**config.mk**
```make
export PLATFORM = sky130hd
export DESIGN_NAME = ldpc_dummy_decoder_pipe
export DESIGN_NICKNAME = d
export VERILOG_FILES = /design/src/rtl/ldpc_dummy_decoder_pipe.sv
export SDC_FILE = /design/constraint.sdc
export NUM_CORES = 1
export LEC_CHECK = 0
export ABC_AREA = 1
export CELL_PAD_IN_SITES_DETAIL_PLACEMENT = 2
export CELL_PAD_IN_SITES_GLOBAL_PLACEMENT = 2
export CORE_MARGIN = 1
export CORE_UTILIZATION = 28
export DETAILED_ROUTE_END_ITERATION = 6
export GPL_TIMING_DRIVEN = 0
export HOLD_SLACK_MARGIN = 0.02
export PLACE_DENSITY_LB_ADDON = 0.12
export SLEW_MARGIN = 5
export SYNTH_ARGS = -nofsm -noshare
export SYNTH_HDL_FRONTEND = slang
export SYNTH_SLANG_ARGS = --single-unit
```
**constraint.sdc**
```tcl
create_clock -name clk -period 4.1 [get_ports clk]
set_clock_uncertainty 0.05 [all_clocks]
set_input_delay 0.41 -clock clk [delete_from_list [all_inputs] [get_ports clk]]
set_output_delay 0.41 -clock clk [all_outputs]
set_load 0.02 [all_outputs]
```
**src/rtl/ldpc_dummy_decoder_pipe.sv**
```systemverilog
// Stand-in for the LDPC decoder core: frames one block per control word, delays the data
// through a fixed-latency pipe into an output FIFO, and reports one status word per block.
module ldpc_dummy_decoder_pipe #(
  parameter int CTRL_WIDTH = 32,
  parameter int DATA_WIDTH = 64,
  parameter int LEN_WIDTH  = 16,
  parameter int LATENCY    = 4,
  parameter int FIFO_DEPTH = 16
) (
  input  logic                  clk,
  input  logic                  rst,
  input  logic [CTRL_WIDTH-1:0] s_axis_control_tdata,
  input  logic                  s_axis_control_tvalid,
  output logic                  s_axis_control_tready,
  input  logic [DATA_WIDTH-1:0] s_axis_din_tdata,
  input  logic                  s_axis_din_tvalid,
  output logic                  s_axis_din_tready,
  input  logic                  s_axis_din_tlast,
  output logic [CTRL_WIDTH-1:0] m_axis_status_tdata,
  output logic                  m_axis_status_tvalid,
  input  logic                  m_axis_status_tready,
  output logic [DATA_WIDTH-1:0] m_axis_dout_tdata,
  output logic                  m_axis_dout_tvalid,
  input  logic                  m_axis_dout_tready,
  output logic                  m_axis_dout_tlast
);

  localparam int AW = $clog2(FIFO_DEPTH);
  localparam int CW = $clog2(FIFO_DEPTH) + 2;
  localparam int EW = CTRL_WIDTH - LEN_WIDTH - 1;

  if (((FIFO_DEPTH & (FIFO_DEPTH - 1)) != 0) || (FIFO_DEPTH < LATENCY + 2)) begin : g_bad_depth
    $error("FIFO_DEPTH must be a power of 2 and at least LATENCY+2");
  end
  if (CTRL_WIDTH < LEN_WIDTH + 2) begin : g_bad_ctrl
    $error("CTRL_WIDTH must be at least LEN_WIDTH+2");
  end

  typedef enum logic [1:0] {ST_IDLE, ST_DATA, ST_DRAIN, ST_STATUS} state_t;

  state_t               state_q, state_d;
  logic [LEN_WIDTH-1:0] len_q, len_d, cnt_q, cnt_d;
  logic                 inv_q, inv_d, err_q, err_d;
  logic [EW-1:0]        echo_q, echo_d;

  logic [CW-1:0]         fifo_count, pipe_count;
  logic                  credit_ok, ctrl_hs, din_hs, dout_hs;
  logic                  beat_hit_len, din_end;
  logic [DATA_WIDTH-1:0] in_data;
  logic                  pipe_out_valid, pipe_out_last;
  logic [DATA_WIDTH-1:0] pipe_out_data;

  // Credits count every beat already committed to the FIFO, so the pipe never needs to stall.
  assign credit_ok             = (fifo_count + pipe_count) < CW'(FIFO_DEPTH);
  assign s_axis_control_tready = (state_q == ST_IDLE) && !rst;
  assign s_axis_din_tready     = (state_q == ST_DATA) && credit_ok && !rst;
  assign ctrl_hs               = s_axis_control_tvalid && s_axis_control_tready;
  assign din_hs                = s_axis_din_tvalid && s_axis_din_tready;
  assign dout_hs               = m_axis_dout_tvalid && m_axis_dout_tready;
  assign beat_hit_len          = (cnt_q + LEN_WIDTH'(1)) == len_q;
  assign din_end               = din_hs && (s_axis_din_tlast || beat_hit_len);
  assign in_data               = inv_q ? ~s_axis_din_tdata : s_axis_din_tdata;

  always_ff @(posedge clk) begin
    if (rst) begin
      state_q <= ST_IDLE;
      len_q   <= '0;
      cnt_q   <= '0;
      inv_q   <= 1'b0;
      err_q   <= 1'b0;
      echo_q  <= '0;
    end else begin
      state_q <= state_d;
      len_q   <= len_d;
      cnt_q   <= cnt_d;
      inv_q   <= inv_d;
      err_q   <= err_d;
      echo_q  <= echo_d;
    end
  end

  always_comb begin
    state_d              = state_q;
    len_d                = len_q;
    cnt_d                = cnt_q;
    inv_d                = inv_q;
    err_d                = err_q;
    echo_d               = echo_q;
    m_axis_status_tvalid = 1'b0;
    m_axis_status_tdata  = '0;
    case (state_q)
      ST_IDLE: begin
        if (ctrl_hs) begin
          len_d  = s_axis_control_tdata[LEN_WIDTH-1:0];
          inv_d  = s_axis_control_tdata[LEN_WIDTH];
          echo_d = s_axis_control_tdata[CTRL_WIDTH-1:LEN_WIDTH+1];
          cnt_d  = '0;
          if (s_axis_control_tdata[LEN_WIDTH-1:0] == '0) begin
            err_d   = 1'b1;
            state_d = ST_STATUS;
          end else begin
            err_d   = 1'b0;
            state_d = ST_DATA;
          end
        end
      end
      ST_DATA: begin
        if (din_hs) begin
          cnt_d = cnt_q + LEN_WIDTH'(1);
          if (din_end) begin
            err_d   = s_axis_din_tlast != beat_hit_len;
            state_d = ST_DRAIN;
          end
        end
      end
      ST_DRAIN: begin
        if (dout_hs && m_axis_dout_tlast) state_d = ST_STATUS;
      end
      ST_STATUS: begin
        m_axis_status_tvalid = 1'b1;
        m_axis_status_tdata  = {echo_q, err_q, cnt_q};
        if (m_axis_status_tready) state_d = ST_IDLE;
      end
      default: state_d = ST_IDLE;
    endcase
  end

  if (LATENCY == 0) begin : g_nopipe
    assign pipe_out_valid = din_hs;
    assign pipe_out_data  = in_data;
    assign pipe_out_last  = din_end;
    assign pipe_count     = '0;
  end else begin : g_pipe
    logic [LATENCY-1:0]    pv;
    logic [DATA_WIDTH-1:0] pd [LATENCY];
    logic                  pl [LATENCY];

    always_ff @(posedge clk) begin
      if (rst) begin
        pv <= '0;
      end else begin
        pv[0] <= din_hs;
        for (int i = 1; i < LATENCY; i++) pv[i] <= pv[i-1];
      end
    end

    always_ff @(posedge clk) begin
      pd[0] <= in_data;
      pl[0] <= din_end;
      for (int i = 1; i < LATENCY; i++) begin
        pd[i] <= pd[i-1];
        pl[i] <= pl[i-1];
      end
    end

    always_comb begin
      pipe_count = '0;
      for (int i = 0; i < LATENCY; i++) pipe_count = pipe_count + CW'(pv[i]);
    end

    assign pipe_out_valid = pv[LATENCY-1];
    assign pipe_out_data  = pd[LATENCY-1];
    assign pipe_out_last  = pl[LATENCY-1];
  end

  // Output FIFO: head entry drives dout directly, so it stays stable until popped.
  logic [DATA_WIDTH:0] mem [FIFO_DEPTH];
  logic [AW-1:0]       wr_ptr, rd_ptr;

  always_ff @(posedge clk) begin
    if (pipe_out_valid) mem[wr_ptr] <= {pipe_out_last, pipe_out_data};
  end

  always_ff @(posedge clk) begin
    if (rst) begin
      wr_ptr     <= '0;
      rd_ptr     <= '0;
      fifo_count <= '0;
    end else begin
      if (pipe_out_valid) wr_ptr <= wr_ptr + AW'(1);
      if (dout_hs)        rd_ptr <= rd_ptr + AW'(1);
      case ({pipe_out_valid, dout_hs})
        2'b10:   fifo_count <= fifo_count + CW'(1);
        2'b01:   fifo_count <= fifo_count - CW'(1);
        default: fifo_count <= fifo_count;
      endcase
    end
  end

  assign m_axis_dout_tvalid                   = fifo_count != '0;
  assign {m_axis_dout_tlast, m_axis_dout_tdata} = mem[rd_ptr];

endmodule

```
# Word level (Yosys, flattened, before mapping)
# Memories as Yosys holds them, arrays and structs flattened. A register that Yosys moved wholly into a read port is not among the register bits.
# Cells that the tools add are included.
[totals]
reg_bits = 69
latch_bits = 0
mem_bits_rw = 1300
romBits = 0
output_inout_bits = 101
wordCells = 78
n_memories = 3
[classes]
n_addsub = 9
multipliers = 0
div_mod_pow = 0
n_lt_le_gt_ge = 1
eq_ne = 12
shift = 0
n_mux = 23
bitwise_logic = 1
n_reduce_logical = 19
[mem_list]
columns = ["memory", "depth", "word_bits", "read_ports", "rd_ports_with_merged_regs", "wr", "line", "text"]
rows = [
  ["mem", 16, 65, 1, 1, 1, "167", "logic [DATA_WIDTH:0] mem [FIFO_DEPTH];"],
  ["g_pipe.pd", 4, 64, 4, 0, 4, "135", "logic [DATA_WIDTH-1:0] pd [LATENCY];"],
  ["g_pipe.pl", 4, 1, 4, 0, 4, "136", "logic pl [LATENCY];"],
]
[op_table]
columns = ["op", "n"]
rows = [
  ["2-to-1 mux 64 bit", 1],
  ["inverter 64 bit", 1],
  ["2-to-1 mux 16 bit", 2],
  ["2-to-1 mux 32 bit", 1],
  ["one-hot mux 16 bit (2 select lines)", 1],
  ["adder 16 x 1 -> 16 bit, second input constant", 1],
  ["== test 16 bit", 1],
  ["logical NOT 16 bit", 1],
  ["2-to-1 mux 2 bit", 6],
  ["one-hot mux 6 bit (2 select lines)", 1],
  ["!= test 2 bit, second input constant", 5],
  ["adder 4 x 1 -> 4 bit, second input constant", 2],
  ["logical AND 1 bit", 8],
  ["2-to-1 mux 4 bit", 2],
  ["one-hot mux 2 bit (4 select lines)", 1],
  ["2-to-1 mux 1 bit", 7],
  ["adder 6 x 1 -> 6 bit, second input constant", 1],
  ["adder 6 bit", 1],
  ["== test 2 bit, second input constant", 3],
  ["< comparator 6 x 5 -> 1 bit, second input constant", 1],
  ["nonzero test 6 bit", 1],
  ["subtractor 6 x 1 -> 6 bit, second input constant", 1],
  ["AND reduction 5 bit", 1],
  ["adder 3 x 1 -> 4 bit", 1],
  ["other kinds (12)", 14],
]

# Depth between registers and ports, before layout
[logic_depth]
depth_word = 12
mapped_depth = 20
ltp_nobuf = 20

# Worst setup path after synthesis
# No wires, ideal clock.
[synth_path]
kind = "register to register"
startpoint = "register wr_ptr[1]"
endpoint = "memory mem[0][0] (netlist bit), enable pin"
setup_ns = 0.488
t_arrival_ns = 3.385
required_ns = 3.562
slack_ns = 0.177
path_stages_with_launch = 5
n_path_buf = 0
cell_sequence = "dfxtp_1 inv_1 ha_1 nand2_1 nor2_1"
[synth_lines]
columns = ["item", "line", "text"]
rows = [
  ["start: declaration", "168", "logic [AW-1:0] wr_ptr, rd_ptr;"],
  ["start signal: assignment", "180", "if (pipe_out_valid) wr_ptr <= wr_ptr + AW'(1);"],
  ["end: declaration", "167", ""],
]
# No word-level cell before the write port.

==> metrics.md <==
| Metric | Value |
|---|---|
| Outcome | complete, no violations |
| Filler-free cell count of the finished design | 6632 |
| Most frequent standard cell in the layout excluding fill and tap cells | sky130_fd_sc_hd__edfxtp_1 |
| Relative max-transition margin | 27.50% |
| Fin crit period | 4.024 ns |
| Worst slew pin tran | 1.087 ns |
| Die Y-Extent | 424.6 µm |
| Core Region | 176700 µm² |
| Routed len/inst | 27.78 µm |
| Syn Inst Count | 3731 |
| Total vias in the final route | 32848 |
| Data arrival at the endpoint of the critical path | 3.56 ns |
| MaxCap Viol Count | 0 |
| Cell chosen for the clock root | sky130_fd_sc_hd__clkbuf_16 |
| Number of hold violations in the final report | 0 |
| Synthesized flop and latch total | 1373 |
| Post-synth top flop | sky130_fd_sc_hd__edfxtp_1 |
| GP Congestion | 0.7457 |
| Placed insts | 6329 |
| Syn nets | 3857 |
| Path type of the worst min-delay path | input port to register |
| Most used cells in the layout excluding fill and tap cells | 1040 x sky130_fd_sc_hd__edfxtp_1, 556 x sky130_fd_sc_hd__nor2_1, 532 x sky130_fd_sc_hd__o21ai_0 |
| Final routed DRC violation total | 0 |
| Effective utilization at floorplan | 28.30% |
| Number of setup violations in the final report | 0 |
| Smallest setup slack after layout | 0.07581 ns |
| Count of port buffers added during placement | 203 |
| Area delta synth->final | 24.35% |
| Highest net fanout along the worst path | 10 |
| Average via count per standard cell | 4.953 |
| Standby leakage power | 21.57 nW |
| Congestion Overflow GR | 0 |
| Accumulated negative setup slack | 0 ns |
| Worst Setup End Kind | output pin |
| Largest net degree at the start of global routing | 24 |
| Multi-input logic area | 10750 µm² |
| Number of max-slew violations in the final report | 0 |
| Top Ports | 204 |
| Number of clock sinks | 1373 |
| ANT nets after route | 0 |
| Highest attainable clock frequency | 0.2485 GHz |
| Overall global routing resource usage | 20.35% |
| Maximum buffer depth of the clock tree | 3 |
| Crit Path Category | register to output pin |
| Tcrit/Tclk final | 98.15% |
| Proportion of layout cells with a drive suffix above 1 | 13.22% |
| Net count, final | 4277 |
| Fill cell total of the finished layout | 18004 |
| Full die area | 180300 µm² |
| Post-layout instance area | 62180 µm² |
| Total length of routed wires | 184200 µm |
| Std-Cell Rows | 154 |
| Worst setup timing slack at the placement stage | -0.3370 ns |
| Data required time of the critical path | 3.64 ns |
| CTS HTree Levels | 4 |
| Count of hold-fix buffers inserted at cts | 0 |
| Number of enable-type register cells in the synthesized netlist | 1040 |
| Peak ir drop on the vdd network | 326.1 µV |
| Number of antenna violations at the first check in global routing | 12 |
| Seq/Total Area, Yosys | 75.79% |
| Chip Width | 424.6 µm |
| Count of cell types in the netlist | 41 |
| Yosys Warn Count | 0 |
| Clock-pin slew of the registers on the worst-case setup and hold paths | 0.06 ns |
| Wire length of the first global-routing pass | 260100 µm |
| Share of synthesized registers carrying an async set or reset | 0% |
| Skew-Pair Late Insertion Delay | 0.81 ns |
| Power per unit of standard cell area | 668.3 nW/µm² |
| Cell area reported after detailed placement | 56280 µm² |
| Post-Syn Area | 50000 µm² |
| Combined flip-flop and latch cell area | 37900 µm² |
| Drt initial violations | 2372 |
| Vias in the first global route | 35507 |
| CTS tree | done |
| Average cell area after synthesis | 13.40 µm² |
| Worst-case hold slack | 0.09213 ns |
| CTS Buf Count | 161 |
| DR pass1 iterations | 5 |
| Sum of net half-perimeters after detailed placement | 125200 µm |
| Post-CTS setup buffers | 0 |
| Critical path startpoint category | register |
[synthesized netlist by cell type, types with 11 or more instances]
cell type,n,area share [%]
sky130_fd_sc_hd__inv_1,102,0.77
sky130_fd_sc_hd__buf_2,51,0.51
sky130_fd_sc_hd__o21ai_0,532,5.3
sky130_fd_sc_hd__o22ai_1,32,0.40
sky130_fd_sc_hd__xor2_1,70,1.2
sky130_fd_sc_hd__nand2_1,267,2.0
sky130_fd_sc_hd__a21oi_1,28,0.28
sky130_fd_sc_hd__edfxtp_1,1040,62
sky130_fd_sc_hd__ha_1,21,0.53
sky130_fd_sc_hd__clkbuf_1,155,1.2
sky130_fd_sc_hd__nand4_1,11,0.14
sky130_fd_sc_hd__o211ai_1,31,0.47
sky130_fd_sc_hd__nand3_1,171,1.7
sky130_fd_sc_hd__buf_4,21,0.32
sky130_fd_sc_hd__dfxtp_1,333,13
sky130_fd_sc_hd__nor2_1,572,4.3
sky130_fd_sc_hd__o221ai_1,225,3.9
[state kept, by name (all words and copies together), names as in the netlist, named ones only]
name        flops
g_pipe.pl       4
echo_q         15
state_q         2
g_pipe.pv       4
len_q          16
rd_ptr          4
wr_ptr          4
fifo_count      6
cnt_q          16
inv_q           1
mem          1040
g_pipe.pd     256
err_q           1
[kinds of logic after synthesis]
family	Yosys count	synth area share [%]
compound gates	868	10.84
buf+inv	349	2.975
fa+ha+maj	23	0.6056
flops	1373	75.79
xor+xnor	73	1.279
simple gates	1045	8.503
[per-layer routing]
| layer | wire (µm) | vias up | GRT usage, % | part of all wire [%] |
|---|---|---|---|---|
| met5 | 37 | - | 0 | 0.020 |
| met4 | 6709 | 6 | 7.876 | 3.6 |
| met3 | 7944 | 330 | 3.423 | 4.3 |
| met2 | 88000 | 863 | 33.80 | 48 |
| met1 | 81530 | 17044 | 26.40 | 44 |
| li1 | - | 14605 | - | - |
[final timing paths]
kind | startpoint | to | slack [ns] | depth (start not counted)
hold / removal | s_axis_control_tdata[21] | echo_q[4] | 0.09 | 3
hold reg to reg | g_pipe.pd[0][29] | g_pipe.pd[1][29] | 0.25 | 0
setup reg to reg | cnt_q[1] | state_q[1] | 0.72 | 16
setup / recovery | register | m_axis_dout_tdata[28] | 0.08 | 5
[where the power goes]
group / leakage [nW] / total (W) / internal [W] / switching (W)
Combinational: 6.76 / 0.00967 / 0.00296 / 0.00671
Sequential: 12.1 / 0.0174 / 0.0163 / 0.00101
Clock: 2.67 / 0.0145 / 0.00864 / 0.00589
[cell type report]
| cell class | count | share of cell area, % |
|---|---|---|
| diodes | 3 | 0.01207 |
| flip-flops and latches | 1373 | 60.95 |
| well taps | 2340 | 4.709 |
| plain buffers | 239 | 2.491 |
| clock buffers | 239 | 7.681 |
| inverters | 109 | 0.6621 |
| repair buffers | 258 | 5.208 |
| multi-input cells | 2009 | 17.29 |
| clock inverters | 62 | 0.9921 |
[per-stage QoR]
stage,utilization [%],total power (W)
after floorplan,-,0.02205
after global placement,31.10,0.02706
after detailed placement,31.85,0.02724
after CTS,35.14,0.04218
after global routing,35.19,0.04339
final,35.19,0.04155
[worst max-delay path, stage by stage (launching register included)]
cell and delay, ns:
sky130_fd_sc_hd__dfxtp_1 0.35, sky130_fd_sc_hd__clkbuf_2 0.46, sky130_fd_sc_hd__buf_1 0.84, sky130_fd_sc_hd__nand3_1 0.30, sky130_fd_sc_hd__nand2_1 0.18, sky130_fd_sc_hd__clkdlybuf4s50_1 0.61
[what timing repair did]
item	CTS	global route
pin swaps	3	3
resized for setup	232	51
endpoints found under the setup margin	66	48
Note: power is estimated with default switching activity, not from simulation.
